[src/rtl/sd_bmp_stream.sv]
`default_nettype none
// ============================================================================
//  Module      : sd_bmp_stream
//  Description : Loads an uncompressed 24/32-bpp BMP file from SD card
//                sectors, validates its header, strips row padding and
//                streams repacked pixels to a frame writer.
//  Revision    : 1.0  initial release
// ============================================================================
module sd_bmp_stream #(
   parameter int OUT_FMT = 0,
   parameter int OUT_W   = 32
) (
   input  logic             clk,
   input  logic             rst,
   input  logic             start,
   input  logic [31:0]      start_lba,
   input  logic [15:0]      exp_width,
   input  logic [15:0]      exp_height,
   output logic             busy,
   output logic             done,
   output logic [2:0]       err,
   output logic [3:0]       state_code,
   output logic             write_req,
   input  logic             write_req_ack,
   output logic             write_en,
   output logic [OUT_W-1:0] write_data,
   output logic             line_end,
   input  logic             sd_init_done,
   output logic             sd_sec_read,
   output logic [31:0]      sd_sec_read_addr,
   input  logic [7:0]       sd_sec_read_data,
   input  logic             sd_sec_read_data_valid,
   input  logic             sd_sec_read_end
);

   typedef enum logic [3:0] {
      S_IDLE     = 4'd0,
      S_HDR_RD   = 4'd1,
      S_HDR_CHK  = 4'd2,
      S_REQ      = 4'd3,
      S_DAT_RD   = 4'd4,
      S_NEXT_SEC = 4'd5,
      S_DONE     = 4'd6,
      S_ERR      = 4'd7
   } state_t;

   state_t      state_q, state_d;
   logic [2:0]  err_q, err_d;
   logic [31:0] start_lba_q, sec_addr_q, offset_q, width_q, height_q;
   logic [15:0] exp_w_q, exp_h_q, bpp_q;
   logic [7:0]  sig0_q, sig1_q, b_q, g_q, r_q;
   logic [8:0]  idx_q;
   logic        first_sec_q, rd_q;
   logic [17:0] rowbyte_q;
   logic [15:0] col_q, row_q;
   logic [1:0]  pb_q;
   logic        wen_q, lend_q;
   logic [OUT_W-1:0] wdata_q;

   // Datapath helpers: row geometry, byte classification, pixel emission
   logic        w_start_ok, w_bp4, w_rows_done, w_skip, w_take, w_pix_byte;
   logic        w_last_pb, w_emit, w_row_last, w_col_last, w_done_next, w_launch;
   logic [17:0] w_rowbytes, w_stride;
   logic [15:0] w_row_d;
   logic [7:0]  w_r;
   logic [31:0] w_pix;

   assign w_start_ok  = start && sd_init_done &&
                        (state_q == S_IDLE || state_q == S_DONE || state_q == S_ERR);
   assign w_bp4       = (bpp_q == 16'd32);
   assign w_rowbytes  = w_bp4 ? {width_q[15:0], 2'b00}
                              : ({2'b00, width_q[15:0]} + {1'b0, width_q[15:0], 1'b0});
   assign w_stride    = (w_rowbytes + 18'd3) & ~18'd3;
   assign w_rows_done = (row_q == height_q[15:0]);
   assign w_skip      = first_sec_q && (idx_q < offset_q[8:0]);
   assign w_take      = (state_q == S_DAT_RD) && sd_sec_read_data_valid && !w_skip && !w_rows_done;
   assign w_pix_byte  = w_take && (rowbyte_q < w_rowbytes);
   assign w_last_pb   = (pb_q == (w_bp4 ? 2'd3 : 2'd2));
   assign w_emit      = w_pix_byte && w_last_pb;
   assign w_row_last  = w_pix_byte && (rowbyte_q == w_rowbytes - 18'd1);
   assign w_col_last  = (col_q == width_q[15:0] - 16'd1);
   assign w_row_d     = row_q + {15'd0, w_row_last};
   assign w_done_next = (w_row_d == height_q[15:0]);
   assign w_launch    = (state_d == S_HDR_RD && state_q != S_HDR_RD) ||
                        (state_d == S_DAT_RD && state_q != S_DAT_RD);

   // Pixel repacking; in 24 bpp the R byte arrives on the emitting cycle
   always_comb begin
      w_r = (pb_q == 2'd2) ? sd_sec_read_data : r_q;
      case (OUT_FMT)
         1:       w_pix = {8'h00, w_r, g_q, b_q};
         2:       w_pix = {16'h0000, w_r[7:3], g_q[7:2], b_q[7:3]};
         default: w_pix = {w_r, g_q, b_q, 8'h00};
      endcase
   end

   // State and error-code register
   always_ff @(posedge clk or negedge rst) begin
      if (!rst) begin
         state_q <= S_IDLE;
         err_q   <= 3'd0;
      end else begin
         state_q <= state_d;
         err_q   <= err_d;
      end
   end

   // Next-state, header validation and status outputs
   always_comb begin
      state_d    = state_q;
      err_d      = err_q;
      busy       = 1'b0;
      done       = 1'b0;
      write_req  = 1'b0;
      state_code = 4'd1;
      case (state_q)
         S_IDLE: begin
            state_code = sd_init_done ? 4'd1 : 4'd0;
            if (w_start_ok) begin
               state_d = S_HDR_RD;
               err_d   = 3'd0;
            end
         end
         S_HDR_RD: begin
            busy       = 1'b1;
            state_code = 4'd2;
            if (sd_sec_read_end) state_d = S_HDR_CHK;
         end
         S_HDR_CHK: begin
            busy       = 1'b1;
            state_code = 4'd2;
            state_d    = S_REQ;
            if (sig0_q != 8'h42 || sig1_q != 8'h4D) begin
               err_d = 3'd1; state_d = S_ERR;
            end else if (bpp_q != 16'd24 && bpp_q != 16'd32) begin
               err_d = 3'd2; state_d = S_ERR;
            end else if (width_q != {16'd0, exp_w_q} || width_q == 32'd0) begin
               err_d = 3'd3; state_d = S_ERR;
            end else if (exp_h_q != 16'd0 && height_q != {16'd0, exp_h_q}) begin
               err_d = 3'd4; state_d = S_ERR;
            end else if (offset_q < 32'd54) begin
               err_d = 3'd5; state_d = S_ERR;
            end else if (height_q[31]) begin
               err_d = 3'd6; state_d = S_ERR;
            end
         end
         S_REQ: begin
            busy       = 1'b1;
            state_code = 4'd3;
            write_req  = 1'b1;
            if (write_req_ack) state_d = S_DAT_RD;
         end
         S_DAT_RD: begin
            busy       = 1'b1;
            state_code = 4'd3;
            if (sd_sec_read_end) state_d = w_done_next ? S_DONE : S_NEXT_SEC;
         end
         S_NEXT_SEC: begin
            busy       = 1'b1;
            state_code = 4'd3;
            state_d    = S_DAT_RD;
         end
         S_DONE, S_ERR: begin
            done       = (state_q == S_DONE);
            state_code = (state_q == S_DONE) ? 4'd4 : 4'd5;
            state_d    = S_IDLE;
            if (w_start_ok) begin
               state_d = S_HDR_RD;
               err_d   = 3'd0;
            end
         end
         default: state_d = S_IDLE;
      endcase
   end

   // Sector reads, header capture, row/column tracking and pixel output
   always_ff @(posedge clk or negedge rst) begin
      if (!rst) begin
         start_lba_q <= '0; sec_addr_q <= '0; offset_q <= '0;
         width_q     <= '0; height_q   <= '0; exp_w_q  <= '0;
         exp_h_q     <= '0; bpp_q      <= '0; sig0_q   <= '0;
         sig1_q      <= '0; b_q        <= '0; g_q      <= '0;
         r_q         <= '0; idx_q      <= '0; first_sec_q <= 1'b0;
         rd_q        <= 1'b0; rowbyte_q <= '0; col_q   <= '0;
         row_q       <= '0; pb_q       <= '0; wen_q    <= 1'b0;
         lend_q      <= 1'b0; wdata_q  <= '0;
      end else begin
         if (w_start_ok) begin
            start_lba_q <= start_lba;
            exp_w_q     <= exp_width;
            exp_h_q     <= exp_height;
            sec_addr_q  <= start_lba;
            idx_q       <= 9'd0;
         end
         if (state_q == S_HDR_RD && sd_sec_read_data_valid) begin
            case (idx_q)
               9'd0:  sig0_q         <= sd_sec_read_data;
               9'd1:  sig1_q         <= sd_sec_read_data;
               9'd10: offset_q[7:0]  <= sd_sec_read_data;
               9'd11: offset_q[15:8] <= sd_sec_read_data;
               9'd12: offset_q[23:16]<= sd_sec_read_data;
               9'd13: offset_q[31:24]<= sd_sec_read_data;
               9'd18: width_q[7:0]   <= sd_sec_read_data;
               9'd19: width_q[15:8]  <= sd_sec_read_data;
               9'd20: width_q[23:16] <= sd_sec_read_data;
               9'd21: width_q[31:24] <= sd_sec_read_data;
               9'd22: height_q[7:0]  <= sd_sec_read_data;
               9'd23: height_q[15:8] <= sd_sec_read_data;
               9'd24: height_q[23:16]<= sd_sec_read_data;
               9'd25: height_q[31:24]<= sd_sec_read_data;
               9'd28: bpp_q[7:0]     <= sd_sec_read_data;
               9'd29: bpp_q[15:8]    <= sd_sec_read_data;
               default: ;
            endcase
            idx_q <= idx_q + 9'd1;
         end
         if (state_q == S_DAT_RD && sd_sec_read_data_valid) idx_q <= idx_q + 9'd1;
         if (sd_sec_read_end) begin
            idx_q <= 9'd0;
            if (state_q == S_DAT_RD) first_sec_q <= 1'b0;
         end
         if (state_q == S_HDR_CHK) begin
            sec_addr_q  <= start_lba_q + {9'd0, offset_q[31:9]};
            first_sec_q <= 1'b1;
            rowbyte_q   <= '0;
            col_q       <= '0;
            row_q       <= '0;
            pb_q        <= '0;
         end
         if (state_q == S_NEXT_SEC) sec_addr_q <= sec_addr_q + 32'd1;
         // Request is held until the sector-end pulse, dropping one cycle later
         if (w_launch) rd_q <= 1'b1;
         else if (sd_sec_read_end) rd_q <= 1'b0;
         if (w_take) rowbyte_q <= (rowbyte_q == w_stride - 18'd1) ? 18'd0 : rowbyte_q + 18'd1;
         if (w_pix_byte) begin
            case (pb_q)
               2'd0:    b_q <= sd_sec_read_data;
               2'd1:    g_q <= sd_sec_read_data;
               2'd2:    r_q <= sd_sec_read_data;
               default: ;
            endcase
            pb_q <= w_last_pb ? 2'd0 : pb_q + 2'd1;
         end
         if (w_emit) begin
            col_q   <= w_col_last ? 16'd0 : col_q + 16'd1;
            wdata_q <= w_pix[OUT_W-1:0];
         end
         if (w_row_last) row_q <= w_row_d;
         wen_q  <= w_emit;
         lend_q <= w_emit && w_col_last;
      end
   end

   assign err              = err_q;
   assign write_en         = wen_q;
   assign write_data       = wdata_q;
   assign line_end         = lend_q;
   assign sd_sec_read      = rd_q;
   assign sd_sec_read_addr = sec_addr_q;

endmodule
`default_nettype wire
[config.mk]
export PLATFORM = sky130hd
export DESIGN_NAME = sd_bmp_stream
export DESIGN_NICKNAME = d
export VERILOG_FILES = /design/src/rtl/sd_bmp_stream.sv
export SDC_FILE = /design/constraint.sdc
export NUM_CORES = 1
export LEC_CHECK = 0
export BUFFER_PORTS_ARGS = -buffer_cell sky130_fd_sc_hd__buf_2
export CAP_MARGIN = 5
export CORE_MARGIN = 5
export CORE_UTILIZATION = 30
export CTS_CLUSTER_SIZE = 20
export DETAILED_ROUTE_END_ITERATION = 10
export HOLD_SLACK_MARGIN = 0.05
export PLACE_DENSITY = 0.53
export SLEW_MARGIN = 10
export SYNTH_ARGS = -nofsm -noshare
export SYNTH_HDL_FRONTEND = slang
export SYNTH_SLANG_ARGS = --single-unit
[constraint.sdc]
create_clock -name clk -period 6.6 [get_ports clk]
set_input_delay 1.32 -clock clk [delete_from_list [all_inputs] [get_ports clk]]
set_output_delay 1.32 -clock clk [all_outputs]
set_load 0.01 [all_outputs]
==> results.ini, run 1 <==
[global_route]
grt_pass1_wl_um = 105000
grt-ovfl-total = 0
grt_antenna_before_repair = 4
track_usage_pct = 16.5
grt_max_degree = 125
grt_pass1_vias = 18700

[sta]
drv_slew = 0
finClkSkew_ns = 0.0288
period_needed_ns = 6.42
max_freq_mhz = 156
hold_viol_final = 0
period_share_pct = 97.3
worst_slew_pin_slew_ns = 1.01
relSlewSlack_pct = 32.6
setup-violations-final = 0

[setup_path]
worstPathRequired_ns = 7.06
cp.buffers_inverters = 5
critPathLaunchType = register
cp-end-kind = register
slowest_stage = or4_4
cp.arrival_ns = 6.89
crit_type = register to register
cp_max_fo = 4
crit_top_cell = ha_4
worst_path_largest_cell_delay_ns = 0.55
critPathTopFamily = simple AND/OR/NAND/NOR gates

[place]
hpwlAfterDp_um = 47700
numPortBuffers = 146
gp_congestion = 0.866
post-place-cells = 3455
placed_area_um2 = 23900

[route]
wl_per_cell_um = 18.8
post_drt_via_cell_ratio = 5.22
highest_layer = met5
dr.first_iter.drc_count = 1246
dr.pass1.iters = 5
route.met2.wl_um = 31200
drt_wl_total_um = 66900
ant_nets = 0
drc_errors = 0
num_vias = 18500
met1_length_um = 31200
dr_wl_met3_um = 2900

[cts]
clk_latency_ns = 0.58
path_clk_slew_ns = 0.06
cts_made_buffers = 41
cts_hold_buf = 0
tritoncts = yes
htreeDepth = 2
clock_sinks = 344
clk_path_buf_depth = 3
clockRootBuffer = clkbuf_16

[cells_and_area]
fin_util_pct = 36.0
finalNetCount = 2751
instances_no_fill = 3553
area_growth_pct = 19.0
final_area_um2 = 25800
drive_gt1_share_pct = 22.7

[yosys]
synthFlopType = dfrtp_1
synth_top_family_by_area = simple AND/OR/NAND/NOR gates
synth_compound_area_share_pct = 13.9
synth.mux.area_fraction_pct = 8.51
synth_area_per_cell_um2 = 9.16
synth_edf_count = 0
synth_fa_ha_area_share_pct = 6.01
synthSimpleGateAreaFrac_pct = 20.4
async_flop_share_pct = 100
ys_seq_area_share_pct = 39.7
yosysWarningCount = 0
synthCells = 2367
synth_area_um2 = 21700
yosys_register_bits = 344
synth_cell_types = 104
synthXorXnorAreaFrac_pct = 7.56

[floorplanning]
row_count = 98
coreArea_um2 = 71600
dieArea_um2 = 77700
start_util_pct = 30.3
die_w_um = 279
ioPinCount = 156
die_h_um = 279

[pwr]
power.density_nw_per_um2 = 249
power_mw = 6.41
ir_worst_vdd_mv = 0.237
leakage_nw = 12.4

[hold_path]
worstHoldPathType = register to register

[flow_run]
maxCapViolCount = 0

[status]
status = complete, no violations

-- cells by family (layout without fill, tap and decap cells) --
family / count (synthesis) / after routing
and+or+nand+nor: 917 / 917
AOI/OAI and AO/OA: 462 / 462
DFF: 344 / 344
buffers and inverters: 195 / 421
xor gates and xnor gates: 179 / 179
muxes: 166 / 166
adders and majority gates: 103 / 103
other: 1 / 11
-- stage by stage --
step,hold WS (ns),worst slack [ns],setup TNS (ns)
3_3_place_gp,0.447,-0.0745,-0.100
4_1_cts,0.467,0.00796,0
2_1_floorplan,0.433,0.0130,0
5_1_grt,0.497,-0.0921,-0.203
3_5_place_dp,0.454,-0.252,-0.566
6_report,0.462,0.176,0
-- metal layers --
layer	global-route usage [%]	vias to the layer above
met5	0	-
met4	4.55	6
met3	2.53	101
met2	27.1	440
met1	22.9	9192
li1	-	8791
-- flip-flops by register name, indices dropped and copies added (netlist names), 8 cells and up --
register / cells
start_lba_q: 32
sig0_q: 8
col_q: 16
b_q: 8
g_q: 8
idx_q: 9
exp_h_q: 16
sig1_q: 8
sd_sec_read_addr: 32
rowbyte_q: 18
offset_q: 32
write_data: 24
bpp_q: 16
height_q: 32
row_q: 16
exp_w_q: 16
width_q: 32
r_q: 8
-- path summary, 6_finish.rpt --
| path | cells past startpoint | startpoint | slack [ns] | endpoint |
|---|---|---|---|---|
| max | 32 | width_q[1]$_DFFE_PN0P_ | 0.18 | sd_sec_read$_DFFE_PN0P_ |
| max in group asynchronous | 2 | rst | 4.52 | b_q[0]$_DFFE_PN0P_ |
| min | 2 | g_q[5]$_DFFE_PN0P_ | 0.46 | write_data[21]$_DFFE_PN0P_ |
| max reg2reg | 32 | width_q[1]$_DFFE_PN0P_ | 0.18 | sd_sec_read$_DFFE_PN0P_ |
| min in group asynchronous | 1 | rst | 0.84 | exp_h_q[5]$_DFFE_PN0P_ |
| min reg2reg | 2 | g_q[5]$_DFFE_PN0P_ | 0.46 | write_data[21]$_DFFE_PN0P_ |
-- synthesized netlist by cell type, drive strengths merged, types with 18 or more instances --
cell type / number / share of area [%]
clkbuf: 75 / 1.3
xnor2: 96 / 3.9
nor2: 121 / 2.1
buf: 30 / 0.94
mux2: 147 / 7.6
nand4: 34 / 1.0
nand3: 68 / 1.6
inv: 86 / 1.5
nand2: 400 / 6.9
a21oi: 103 / 2.4
nor3: 74 / 1.8
a21o: 30 / 1.0
nor2b: 22 / 0.63
nor4: 52 / 1.7
xor2: 79 / 3.2
o21ai: 153 / 3.5
and3: 46 / 1.3
nand2b: 18 / 0.52
mux2i: 19 / 0.88
dfrtp: 344 / 40
o22ai: 20 / 0.58
ha: 101 / 5.8
-- cell type report --
type	count	area (µm²)
clock inverter	18	201
multi-input combinational	1837	12700
sequential	344	8610
timing repair buffer	255	1600
fill	7336	45800
tap	950	1190
clock buffer	58	1200
inverter	90	344
antenna	1	2.50
-- layout by cell type, fill, tap and decap left out, types with 76 or more instances in the layout --
cell type / count
o21ai_0: 147
nand2_1: 397
ha_1: 92
nor2_1: 114
a21oi_1: 95
buf_2: 145
inv_1: 76
dfrtp_1: 339
xnor2_1: 94
mux2_2: 146
buf_4: 103
xor2_1: 78
-- worst min-delay path, cell delays in order (launching register included) --
cell     delay (ns)
dfrtp_1        0.34
nand2_1        0.05
nand2_1        0.05
-- power breakdown --
part           leakage (nW)  total (mW)  switching [mW]  internal (mW)
sequential             4.54        2.81           0.389           2.43
combinational          7.12        1.24           0.716          0.525
clock                 0.697        2.36           0.962           1.40
total                  12.4        6.41            2.07           4.35
-- what timing repair did --
item | in CTS | in global routing
setup buffers | 2 | 19
pin swaps | 3 | 30
endpoints found under the hold margin | 0 | 0
resized for setup | 4 | 77
endpoints found under the setup margin | 3 | 3
No activity file was read; power rests on OpenSTA's default activity.
==> run 2, diff against run 1 <==
--- a/config.mk
+++ b/config.mk
@@ -9,9 +9,10 @@
 export CAP_MARGIN = 5
 export CORE_MARGIN = 5
-export CORE_UTILIZATION = 30
+export CORE_UTILIZATION = 50
 export CTS_CLUSTER_SIZE = 20
 export DETAILED_ROUTE_END_ITERATION = 10
 export HOLD_SLACK_MARGIN = 0.05
-export PLACE_DENSITY = 0.53
+export PLACE_DENSITY = 0.77
+export RECOVER_POWER = 50
 export SLEW_MARGIN = 10
 export SYNTH_ARGS = -nofsm -noshare
==> constraint.sdc (replaced) <==
create_clock -name clk -period 6.6 [get_ports clk]
set_input_delay 1.32 -clock clk [delete_from_list [all_inputs] [get_ports clk]]
set_output_delay 1.32 -clock clk [all_outputs]
set_load 0.05 [all_outputs]
==> results.ini, run 2 (synthesis gave the netlist of run 1 again) <==
[status]
status = complete, but fails checks
violations = capacitance limit, slew limit, setup timing

[cts]
clockRootBuffer = clkbuf_16
clk_path_buf_depth = 3
clk_latency_ns = 0.56
tritoncts = yes
clock_sinks = 344
cts_hold_buf = 0
cts_made_buffers = 38
path_clk_slew_ns = 0.06
htreeDepth = 2

[route]
post_drt_via_cell_ratio = 5.97
wl_per_cell_um = 19.6
num_vias = 19000
drc_errors = 0
ant_nets = 0
dr.pass1.iters = 6
drt_wl_total_um = 62200
dr.first_iter.drc_count = 1718

[global_route]
grt_pass1_vias = 19000
grt_antenna_before_repair = 2
busiest_layer = met2
track_usage_pct = 25.7
grt_util_met3_pct = 4.43
grt_max_degree = 127
gr-usage-met2_pct = 43.1
grt-ovfl-total = 0
met1_usage_pct = 33.7
grt_pass1_wl_um = 99900

[sta]
fin_ws_ns = -0.0117
hold_viol_final = 0
worst_slew_pin_slew_ns = 3.15
rsz0062_at_grt = yes
max_freq_mhz = 151
finClkSkew_ns = 0.0149
whs_ns = 0.461
relSlewSlack_pct = -110
period_share_pct = 100
setup-violations-final = 1
drv_slew = 349
period_needed_ns = 6.61

[place]
hpwlAfterDp_um = 43800
numPortBuffers = 146
post-place-cells = 3092
gp_congestion = 0.959

[cells_and_area]
final_cell_mix = nand2_1 (397), dfrtp_1 (342), o21ai_0 (148)
instances_no_fill = 3176
finalNetCount = 2746
multiInputGateArea_um2 = 12500
area_growth_pct = 15.5
final-seq-area_um2 = 8610
fill_cells = 3641
drive_gt1_share_pct = 21.3
layout_commonest_cell = nand2_1

[setup_path]
critPathLaunchType = register
cp_max_fo = 5
slowest_stage = or4_1
crit_type = register to register
worst_path_largest_cell_delay_ns = 0.57
worstPathRequired_ns = 7.05
cp.buffers_inverters = 5
critPathTopFamily = simple AND/OR/NAND/NOR gates
cp-end-kind = register
cp.arrival_ns = 7.06

[floorplanning]
ioPinCount = 156
dieArea_um2 = 47600
start_util_pct = 50.4
coreArea_um2 = 43000
row_count = 76
die_w_um = 218
die_h_um = 218

[pwr]
p_switching_mw = 2.34
internal_power_mw = 4.25
leakage_nw = 12.2
power_mw = 6.59
pwr-share-clk_pct = 33.5
pwr-share-seq_pct = 42.8
power.density_nw_per_um2 = 263
p_comb_share_pct = 23.6
switching_share_pct = 35.6
ir_worst_vdd_mv = 0.352

[hold_path]
worstHoldPathType = register to register

[flow_run]
maxCapViolCount = 3

[run 2: final cells by class]
cell class	instances	share of cell area, %
well taps	585	2.92
diodes	1	0.00999
repair buffers	253	6.08
inverters	90	1.36
clock buffers	49	4.37
multi-input cells	1837	50.1
clock inverters	17	0.784
flip-flops and latches	344	34.4
[run 2: power by group through the flow]
stage               Sequential [mW]  Combinational [mW]  Clock, mW
floorplan                      3.05               0.830          0
global placement               2.81                1.49          0
detailed placement             2.83                1.53          0
CTS                            2.80                1.54       2.25
global route                   2.86                1.71       2.33
finish                         2.82                1.56       2.21
[run 2: path summary, 6_finish.rpt]
| path | start | to | slack [ns] | cells past startpoint |
|---|---|---|---|---|
| max reg2reg | width_q[1]$_DFFE_PN0P_ | sd_sec_read$_DFFE_PN0P_ | -0.01 | 32 |
| max | width_q[1]$_DFFE_PN0P_ | sd_sec_read$_DFFE_PN0P_ | -0.01 | 32 |
| min | b_q[5]$_DFFE_PN0P_ | write_data[13]$_DFFE_PN0P_ | 0.46 | 2 |
| min reg2reg | b_q[5]$_DFFE_PN0P_ | write_data[13]$_DFFE_PN0P_ | 0.46 | 2 |
| min in group asynchronous | rst | start_lba_q[27]$_DFFE_PN0P_ | 1.70 | 1 |
| max in group asynchronous | rst | col_q[15]$_DFFE_PN0P_ | 1.26 | 2 |
[run 2: layer usage]
| layer | up-vias | wire [µm] |
|---|---|---|
| li1 | 8758 | - |
| met1 | 9332 | 25900 |
| met2 | 731 | 30100 |
| met3 | 134 | 4410 |
| met4 | 0 | 1860 |
| met5 | - | 0 |
[run 2: per-stage QoR]
step | area (µm²) | TNS [ns] | worst slack, ns | util (%)
floorplan | 21700 | 0 | 0.0130 | -
global placement | 23400 | 0 | 0.0402 | 54.5
detailed placement | 23400 | -0.531 | -0.236 | 54.5
CTS | 24800 | 0 | 0.00126 | 57.6
global route | 25000 | -0.599 | -0.232 | 58.3
finish | 25000 | -0.0117 | -0.0117 | 58.3
[run 2: repair_timing]
item | in CTS | in global routing
endpoints found under the setup margin | 3 | 3
setup buffers | 3 | 14
gates resized for setup | 2 | 52
pin swaps | 3 | 31
[run 2: tightest hold or removal path, cell delays in order, from the launching register on]
cell and delay [ns]:
dfrtp_1 0.34, nand2_1 0.05, nand2_1 0.04
